[config.mk]
export PLATFORM = sky130hd
export DESIGN_NAME = reg_dump_tx
export DESIGN_NICKNAME = d
export VERILOG_FILES = /design/src/rtl/reg_dump_tx.sv
export SDC_FILE = /design/constraint.sdc
export NUM_CORES = 1
export LEC_CHECK = 0
export ABC_CLOCK_PERIOD_IN_PS = 1900
export CELL_PAD_IN_SITES_DETAIL_PLACEMENT = 2
export CELL_PAD_IN_SITES_GLOBAL_PLACEMENT = 2
export CORE_MARGIN = 2
export CORE_UTILIZATION = 35
export DETAILED_ROUTE_END_ITERATION = 8
export GPL_TIMING_DRIVEN = 0
export PLACE_DENSITY = 0.81
export SLEW_MARGIN = 40
export SYNTH_ARGS = -nofsm -noshare
export SYNTH_HDL_FRONTEND = slang
export SYNTH_SLANG_ARGS = --single-unit
[constraint.sdc]
create_clock -name i_clk -period 1.9 [get_ports i_clk]
set_input_delay 0.19 -clock i_clk [delete_from_list [all_inputs] [get_ports i_clk]]
set_output_delay 0.19 -clock i_clk [all_outputs]
set_load 0.01 [all_outputs]
[src/rtl/reg_dump_tx.sv]
// reg_dump_tx: debug register-bank dumper.
// On a start pulse, walks bank addresses 0..REG_SIZE-1 through the bank's
// debug read port, snapshots each value and streams it LSB-byte first to a
// UART transmitter over a valid/ready byte handshake.
//
// Ports:
//   i_clk       clock, rising edge
//   i_reset     asynchronous reset, active low
//   i_start     one-cycle dump request, honoured only when idle
//   o_addr_reg  address to the bank debug read port
//   i_data_reg  combinational read data from the bank debug port
//   o_tx_byte   byte offered to the UART TX
//   o_tx_valid  o_tx_byte valid, held stable until accepted
//   i_tx_ready  TX accepts when o_tx_valid and i_tx_ready are both high
//   o_busy      dump in progress
//   o_done      one-cycle pulse after the last byte has been accepted
//
// Optional feature (macro REG_DUMP_CHECKSUM_EN): a running XOR of all data
// bytes is appended as one extra byte after the last register.
module reg_dump_tx #(
  parameter int BITS_SIZE = 32,
  parameter int BITS_REGS = 5,
  parameter int REG_SIZE  = 32,
  parameter int BYTE_SIZE = 8
) (
  input  logic                 i_clk,
  input  logic                 i_reset,
  input  logic                 i_start,
  output logic [BITS_REGS-1:0] o_addr_reg,
  input  logic [BITS_SIZE-1:0] i_data_reg,
  output logic [BYTE_SIZE-1:0] o_tx_byte,
  output logic                 o_tx_valid,
  input  logic                 i_tx_ready,
  output logic                 o_busy,
  output logic                 o_done
);

  localparam int NBYTES = BITS_SIZE / BYTE_SIZE;
  localparam int IDXW   = (NBYTES > 1) ? $clog2(NBYTES) : 1;

`ifdef REG_DUMP_CHECKSUM_EN
  typedef enum logic [2:0] {
    S_IDLE, S_ADDR, S_LATCH, S_SEND, S_NEXT, S_CHK, S_DONE
  } state_t;
`else
  typedef enum logic [2:0] {
    S_IDLE, S_ADDR, S_LATCH, S_SEND, S_NEXT, S_DONE
  } state_t;
`endif

  state_t               state;
  logic [BITS_REGS-1:0] counter;
  logic [IDXW-1:0]      byte_idx;
  logic [BITS_SIZE-1:0] snapshot;
`ifdef REG_DUMP_CHECKSUM_EN
  logic [BYTE_SIZE-1:0] chk;
`endif

  logic                 xfer;
  logic                 last_byte;
  logic                 last_reg;
  logic [IDXW-1:0]      next_idx;
  logic [BYTE_SIZE-1:0] next_byte;

  always_comb begin
    xfer      = o_tx_valid & i_tx_ready;
    last_byte = (byte_idx == IDXW'(NBYTES - 1));
    last_reg  = (counter == BITS_REGS'(REG_SIZE - 1));
    next_idx  = byte_idx + 1'b1;
    // Only consumed when byte_idx is not the last one, so wrap is harmless.
    next_byte = snapshot[int'(next_idx) * BYTE_SIZE +: BYTE_SIZE];
  end

  // Outputs are registered: each is loaded on the transition into the state
  // that owns it, so the value is present for the whole state cycle.
  always_ff @(posedge i_clk or negedge i_reset) begin
    if (!i_reset) begin
      state      <= S_IDLE;
      counter    <= '0;
      byte_idx   <= '0;
      snapshot   <= '0;
      o_addr_reg <= '0;
      o_tx_byte  <= '0;
      o_tx_valid <= 1'b0;
      o_busy     <= 1'b0;
      o_done     <= 1'b0;
`ifdef REG_DUMP_CHECKSUM_EN
      chk        <= '0;
`endif
    end else begin
      o_done <= 1'b0;
      case (state)
        S_IDLE: begin
          if (i_start) begin
            state      <= S_ADDR;
            counter    <= '0;
            o_addr_reg <= '0;
            o_busy     <= 1'b1;
`ifdef REG_DUMP_CHECKSUM_EN
            chk        <= '0;
`endif
          end
        end

        S_ADDR: state <= S_LATCH;

        S_LATCH: begin
          snapshot   <= i_data_reg;
          byte_idx   <= '0;
          o_tx_byte  <= i_data_reg[BYTE_SIZE-1:0];
          o_tx_valid <= 1'b1;
          state      <= S_SEND;
        end

        S_SEND: begin
          if (xfer) begin
`ifdef REG_DUMP_CHECKSUM_EN
            chk <= chk ^ o_tx_byte;
`endif
            if (last_byte) begin
              o_tx_valid <= 1'b0;
              state      <= S_NEXT;
            end else begin
              byte_idx  <= next_idx;
              o_tx_byte <= next_byte;
            end
          end
        end

        S_NEXT: begin
          if (last_reg) begin
`ifdef REG_DUMP_CHECKSUM_EN
            // chk already includes the final data byte accepted in SEND.
            o_tx_byte  <= chk;
            o_tx_valid <= 1'b1;
            state      <= S_CHK;
`else
            o_done <= 1'b1;
            state  <= S_DONE;
`endif
          end else begin
            counter    <= counter + 1'b1;
            o_addr_reg <= counter + 1'b1;
            state      <= S_ADDR;
          end
        end

`ifdef REG_DUMP_CHECKSUM_EN
        S_CHK: begin
          if (xfer) begin
            o_tx_valid <= 1'b0;
            o_done     <= 1'b1;
            state      <= S_DONE;
          end
        end
`endif

        S_DONE: begin
          o_busy  <= 1'b0;
          counter <= '0;
          state   <= S_IDLE;
        end

        default: state <= S_IDLE;
      endcase
    end
  end

endmodule

==> results.toml, run 1 <==
[grt]
grt_use_total_pct = 20.6
grt_overflow = 0
grt_pass1_vias = 2345
antenna_found_initial = 0
grt_pass1_wl_um = 13100
grt_max_degree = 34

[logic_synthesis]
yosysUniqueCellTypes = 35
ys_seq_area_share_pct = 52.2
synth_top_area_cell = "dfrtp_1"
yosys_warnings = 0
synth_most_common_cell = "dfrtp_1"
syn_area_um2 = 2780
synth_top_flop_cell = "dfrtp_1"
synth-seq-cells = 58
synth_common_cells = "dfrtp_1 (58), mux2_4 (31), o22ai_1 (16), a21oi_1 (14), nand2_1 (12)"
synth_async_sr_flop_share_pct = 100
avgSynthCellArea_um2 = 13.6
synth.top_cell.area_share_pct = 52.2
syn_inst = 205
synth_area_leaders = "dfrtp_1 (52%), mux2_4 (17%), mux4_2 (6.5%)"
synth_edf_count = 0
syn_nets = 244

[placement]
hpwl_um = 5830
gp_congestion = 0.765
dpl_cell_area_um2 = 3440
io_buffers = 51
place_inst = 359

[critical_path]
crit_slowest_cell = "dfrtp_2"
criticalPathCategory = "register to register"
required_ps = 2170
crit_path_start_kind = "register"
endpoint_kind = "register"
path_cells = "ha_1 > and3_1 > ha_4 > buf_4 > o21ai_0 > a32o_1"
cp.arrival_ps = 2080
slowest_delay_ps = 450
rrSetupSlack_ps = 90
critPathMaxFanout = 10

[floorplanning]
core-area_um2 = 7730
die_y_um = 93.1
die_area_um2 = 8680
initial_core_util_pct = 36.0
rows = 32
die_w_um = 93.1
io_pins = 52

[final_layout]
fin_cells = 375
layout-drive-gt1-share_pct = 29.7
regArea_um2 = 1450
multi_input_comb_area_um2 = 1280
fin_area_um2 = 3680
fin_nets = 307
largest_reg_flops = 32
fin_util_pct = 47.7
final.fill_count = 774
antenna_cells = 0
regMostFlops = "snapshot"
reg.largest.list = "snapshot x32, o_tx_byte x8"
synthToLayoutAreaGrowth_pct = 32.4

[drt]
wl_per_cell_um = 22.1
via_count = 1989
viasPerCell = 5.30
drt_first_pass_iters = 4
wirelength_um = 8280
drc = 0
drtIter0Drc = 57
ant_nets = 0

[sta]
slew_violations = 0
min_period_over_period_pct = 95.2
max_slew_margin_pct = 61.8
grt_setup_unrepaired = "no"
finClkSkew_ps = 6.11
fin_tns_setup_ps = 0
period_needed_ps = 1810
hold_violations = 0
setup_violations = 0
tightest_slew_ps = 573
fin_hold_ws_ps = 300
achievable-frequency_mhz = 553

[clocking]
clockRootBuffer = "clkbuf_8"
clk_pin_slew_worst_paths_ps = 70
clkLatencyLatePin_ps = 340
h-tree-depth = 3
cts_sinks = 58
numCtsBuffers = 9
ctsLongestPathBuffers = 2
cts_tree = "done"
cts_setup_buffers = 0

[hold_path]
hp-class = "input port to asynchronous set/reset pin"

[flow_run]
drv_cap = 0

[pwr]
power.density_nw_per_um2 = 1750
p_leak_nw = 1.63
ir_drop_uv = 670

[status]
status = "finished clean"
-- area by class of cell --
class | instances | share of cell area (%)
multi-input cells | 131 | 34.8
clock buffers | 10 | 3.74
clock inverters | 6 | 1.16
inverters | 3 | 0.306
flip-flops and latches | 58 | 39.4
repair buffers | 53 | 14.6
well taps | 102 | 3.47
plain buffers | 12 | 2.45
-- layout by cell type, fill, tap and decap left out, types with 4 or more instances in the layout --
cell type,n
o21ai_1,4
a21oi_1,13
clkdlybuf4s50_1,50
o21ai_0,6
and3_1,6
mux4_2,8
a22o_1,7
mux2_4,31
dfrtp_1,57
buf_4,6
clkbuf_8,10
o22ai_1,16
nand2_1,11
-- worst max-delay path: cells and delay by family (launching register included) --
family,cells,cell delay [ps]
fa+ha+maj,2,430
buf+inv,1,170
simple gates,1,230
compound gates,2,460
flops,1,450
-- final timing paths --
check	start	endpoint	depth (start not counted)
worst max-delay path	counter[0]$_DFFE_PN0P_	counter[2]$_DFFE_PN0P_	6
worst min-delay path	i_reset	snapshot[24]$_DFFE_PN0P_	2
worst max register to register	counter[0]$_DFFE_PN0P_	counter[2]$_DFFE_PN0P_	6
worst min register to register	snapshot[18]$_DFFE_PN0P_	snapshot[18]$_DFFE_PN0P_	1
max in group asynchronous	i_reset	counter[0]$_DFFE_PN0P_	3
min in group i_clk	i_data_reg[16]	snapshot[16]$_DFFE_PN0P_	2
-- logic make-up after synthesis --
| logic type | after synthesis | synth area share (%) |
|---|---|---|
| AOI/OAI and AO/OA | 53 | 11.9 |
| xor gates and xnor gates | 2 | 0.630 |
| adders and majority gates | 3 | 1.35 |
| buffers and inverters | 16 | 3.64 |
| DFF | 58 | 52.2 |
| muxes | 41 | 24.0 |
| and+or+nand+nor | 32 | 6.25 |
-- stage by stage --
step                      setup slack, ps  total power, mW
after global placement              -1280             5.06
after global routing                0.113             6.82
after CTS                            25.5             6.46
final                                90.9             6.44
after floorplan                       211             4.25
after detailed placement             -177             5.32
-- per-layer routing --
metal	up-vias	track usage [%]	part of all wire, %
met5	-	0	0
met4	0	5.15	0.82
met3	6	4.43	2.4
met2	32	37.4	54
met1	1057	24.7	43
li1	894	-	-
-- what timing repair did --
| action | 4_1_cts | 5_1_grt |
|---|---|---|
| hold buffers | 1 | 0 |
| setup endpoints to repair | 19 | 11 |
| gates resized for setup | 7 | 7 |
| hold endpoints to repair | 25 | 0 |
-- power breakdown --
group	internal, mW	switching (mW)
logic	1.75	1.42
registers	1.80	0.414
clock network	0.508	0.552
total	4.05	2.38
No activity file was read; power rests on OpenSTA's default activity.
==> inputs of run 2 (changes only) <==
--- a/config.mk
+++ b/config.mk
@@ -12,6 +12,8 @@
 export CORE_UTILIZATION = 35
 export DETAILED_ROUTE_END_ITERATION = 8
 export GPL_TIMING_DRIVEN = 0
+export HOLD_SLACK_MARGIN = 0.02
+export MAX_ROUTING_LAYER = met4
 export PLACE_DENSITY = 0.81
 export SLEW_MARGIN = 40
 export SYNTH_ARGS = -nofsm -noshare
==> run 2 against run 1 <==
Against the previous run: sequential cell count unchanged; critical path depth unchanged; count of clock-buffer cells in the layout unchanged; largest cell class unchanged; design area unchanged.
==> results.toml, run 2 (synthesis gave the netlist of run 1 again) <==
[clocking]
numCtsBuffers = 9
cts_tree = "done"
clockRootBuffer = "clkbuf_8"
clk_pin_slew_worst_paths_ps = 70
ctsLongestPathBuffers = 2
h-tree-depth = 3
clkLatencyLatePin_ps = 350
cts_sinks = 58

[sta]
min_period_over_period_pct = 95.1
max_slew_margin_pct = 60.8
setup_violations = 0
slew_violations = 0
tightest_slew_ps = 588
grt_setup_unrepaired = "no"
period_needed_ps = 1810
postLayoutSetupSlackWorst_ps = 92.6
achievable-frequency_mhz = 553
hold_violations = 0
finClkSkew_ps = 5.48

[floorplanning]
die_area_um2 = 8680
initial_core_util_pct = 36.0
rows = 32
die_w_um = 93.1
core-area_um2 = 7730
io_pins = 52
die_y_um = 93.1

[critical_path]
crit_path_start_kind = "register"
critPathMaxFanout = 10
required_ps = 2180
cp.arrival_ps = 2090
criticalPathCategory = "register to register"
endpoint_kind = "register"

[placement]
place_ws_ps = -177
io_buffers = 51
dpl_cell_area_um2 = 3440
hpwl_um = 5830
gp_congestion = 0.775

[final_layout]
fin_nets = 307
layout-drive-gt1-share_pct = 29.7
final_common_cell = "dfrtp_1"
synthToLayoutAreaGrowth_pct = 32.4
final_cell_mix = "dfrtp_1 (57), clkdlybuf4s50_1 (50), mux2_4 (31)"
reg.largest.list = "snapshot x32, o_tx_byte x8"
regMostFlops = "snapshot"
fin_area_um2 = 3680
largest_reg_flops = 32
antenna_cells = 0

[flow_run]
drv_cap = 0

[drt]
wl_per_cell_um = 22.1
met2_wirelength_um = 4420
wl_met3_um = 199
via_count = 1988
drt_first_pass_iters = 4
drtIter0Drc = 67
viasPerCell = 5.30
ant_nets = 0
wirelength_um = 8300
maxUsedRoutingLayer = "met4"
met1Wirelength_um = 3590
drc = 0

[pwr]
p_leak_nw = 1.63
power.density_nw_per_um2 = 1750
ir_drop_uv = 670

[grt]
grt_max_degree = 34
grt_pass1_vias = 2351
grt_use_total_pct = 21.2
grt_pass1_wl_um = 13200
grt_overflow = 0
antenna_found_initial = 0

[status]
status = "finished clean"

[hold_path]
hp-class = "input port to asynchronous set/reset pin"
==> run 2: cell counts in the layout (fill, tap and decap cells not counted) <==
Identical to the previous run, type by type.
==> run 2: worst max-delay path, stage by stage, from the launching register on <==
cell     delay [ps]
dfrtp_2         450
ha_1            240
and3_1          230
ha_4            190
buf_4           170
o21ai_0         230
a32o_1          230
==> run 2: final timing paths <==
kind | slack (ps) | endpoint | depth (start not counted) | from
setup / recovery | 90 | counter[2]$_DFFE_PN0P_ | 6 | counter[0]$_DFFE_PN0P_
min in group i_clk | 450 | snapshot[16]$_DFFE_PN0P_ | 2 | i_data_reg[16]
setup reg to reg | 90 | counter[2]$_DFFE_PN0P_ | 6 | counter[0]$_DFFE_PN0P_
hold / removal | 290 | snapshot[24]$_DFFE_PN0P_ | 2 | i_reset
hold reg to reg | 510 | snapshot[18]$_DFFE_PN0P_ | 1 | snapshot[18]$_DFFE_PN0P_
max in group asynchronous | 1090 | counter[0]$_DFFE_PN0P_ | 3 | i_reset
==> run 2: area by class of cell <==
type / count / area (um2)
fillers: 774 / 4050
flip-flops and latches: 58 / 1450
multi-input cells: 131 / 1280
repair buffers: 53 / 538
clock buffers: 10 / 138
well taps: 102 / 128
plain buffers: 12 / 90.1
clock inverters: 6 / 42.5
inverters: 3 / 11.3
==> run 2: where the power goes <==
group,switching [mW],internal [mW]
Combinational,1.42,1.75
Clock,0.555,0.507
Sequential,0.413,1.80
Total,2.39,4.05
==> run 2: repair_timing <==
action / in CTS / in global routing
hold endpoints to repair: 25 / 0
endpoints found under the setup margin: 19 / 11
hold buffers: 1 / 0
gates resized for setup: 7 / 7
pin swaps: 0 / 0
buffers inserted: 0 / 0
==> run 2: stage by stage <==
step / cells / utilization [%] / setup TNS [ps] / power (mW) / hold slack, ps
2_1_floorplan: 205 / - / 0 / 4.25 / -106
3_3_place_gp: 358 / 44.3 / -74510 / 5.06 / 468
3_5_place_dp: 359 / 44.5 / -1380 / 5.32 / 135
4_1_cts: 375 / 47.2 / 0 / 6.46 / 316
5_1_grt: 375 / 47.7 / 0 / 6.82 / 328
6_report: 375 / 47.7 / 0 / 6.44 / 293
==> run 2: layer usage <==
layer	vias up	GRT usage, %
met5	-	-
met4	0	5.15
met3	10	4.27
met2	29	37.3
met1	1057	25.0
li1	892	-
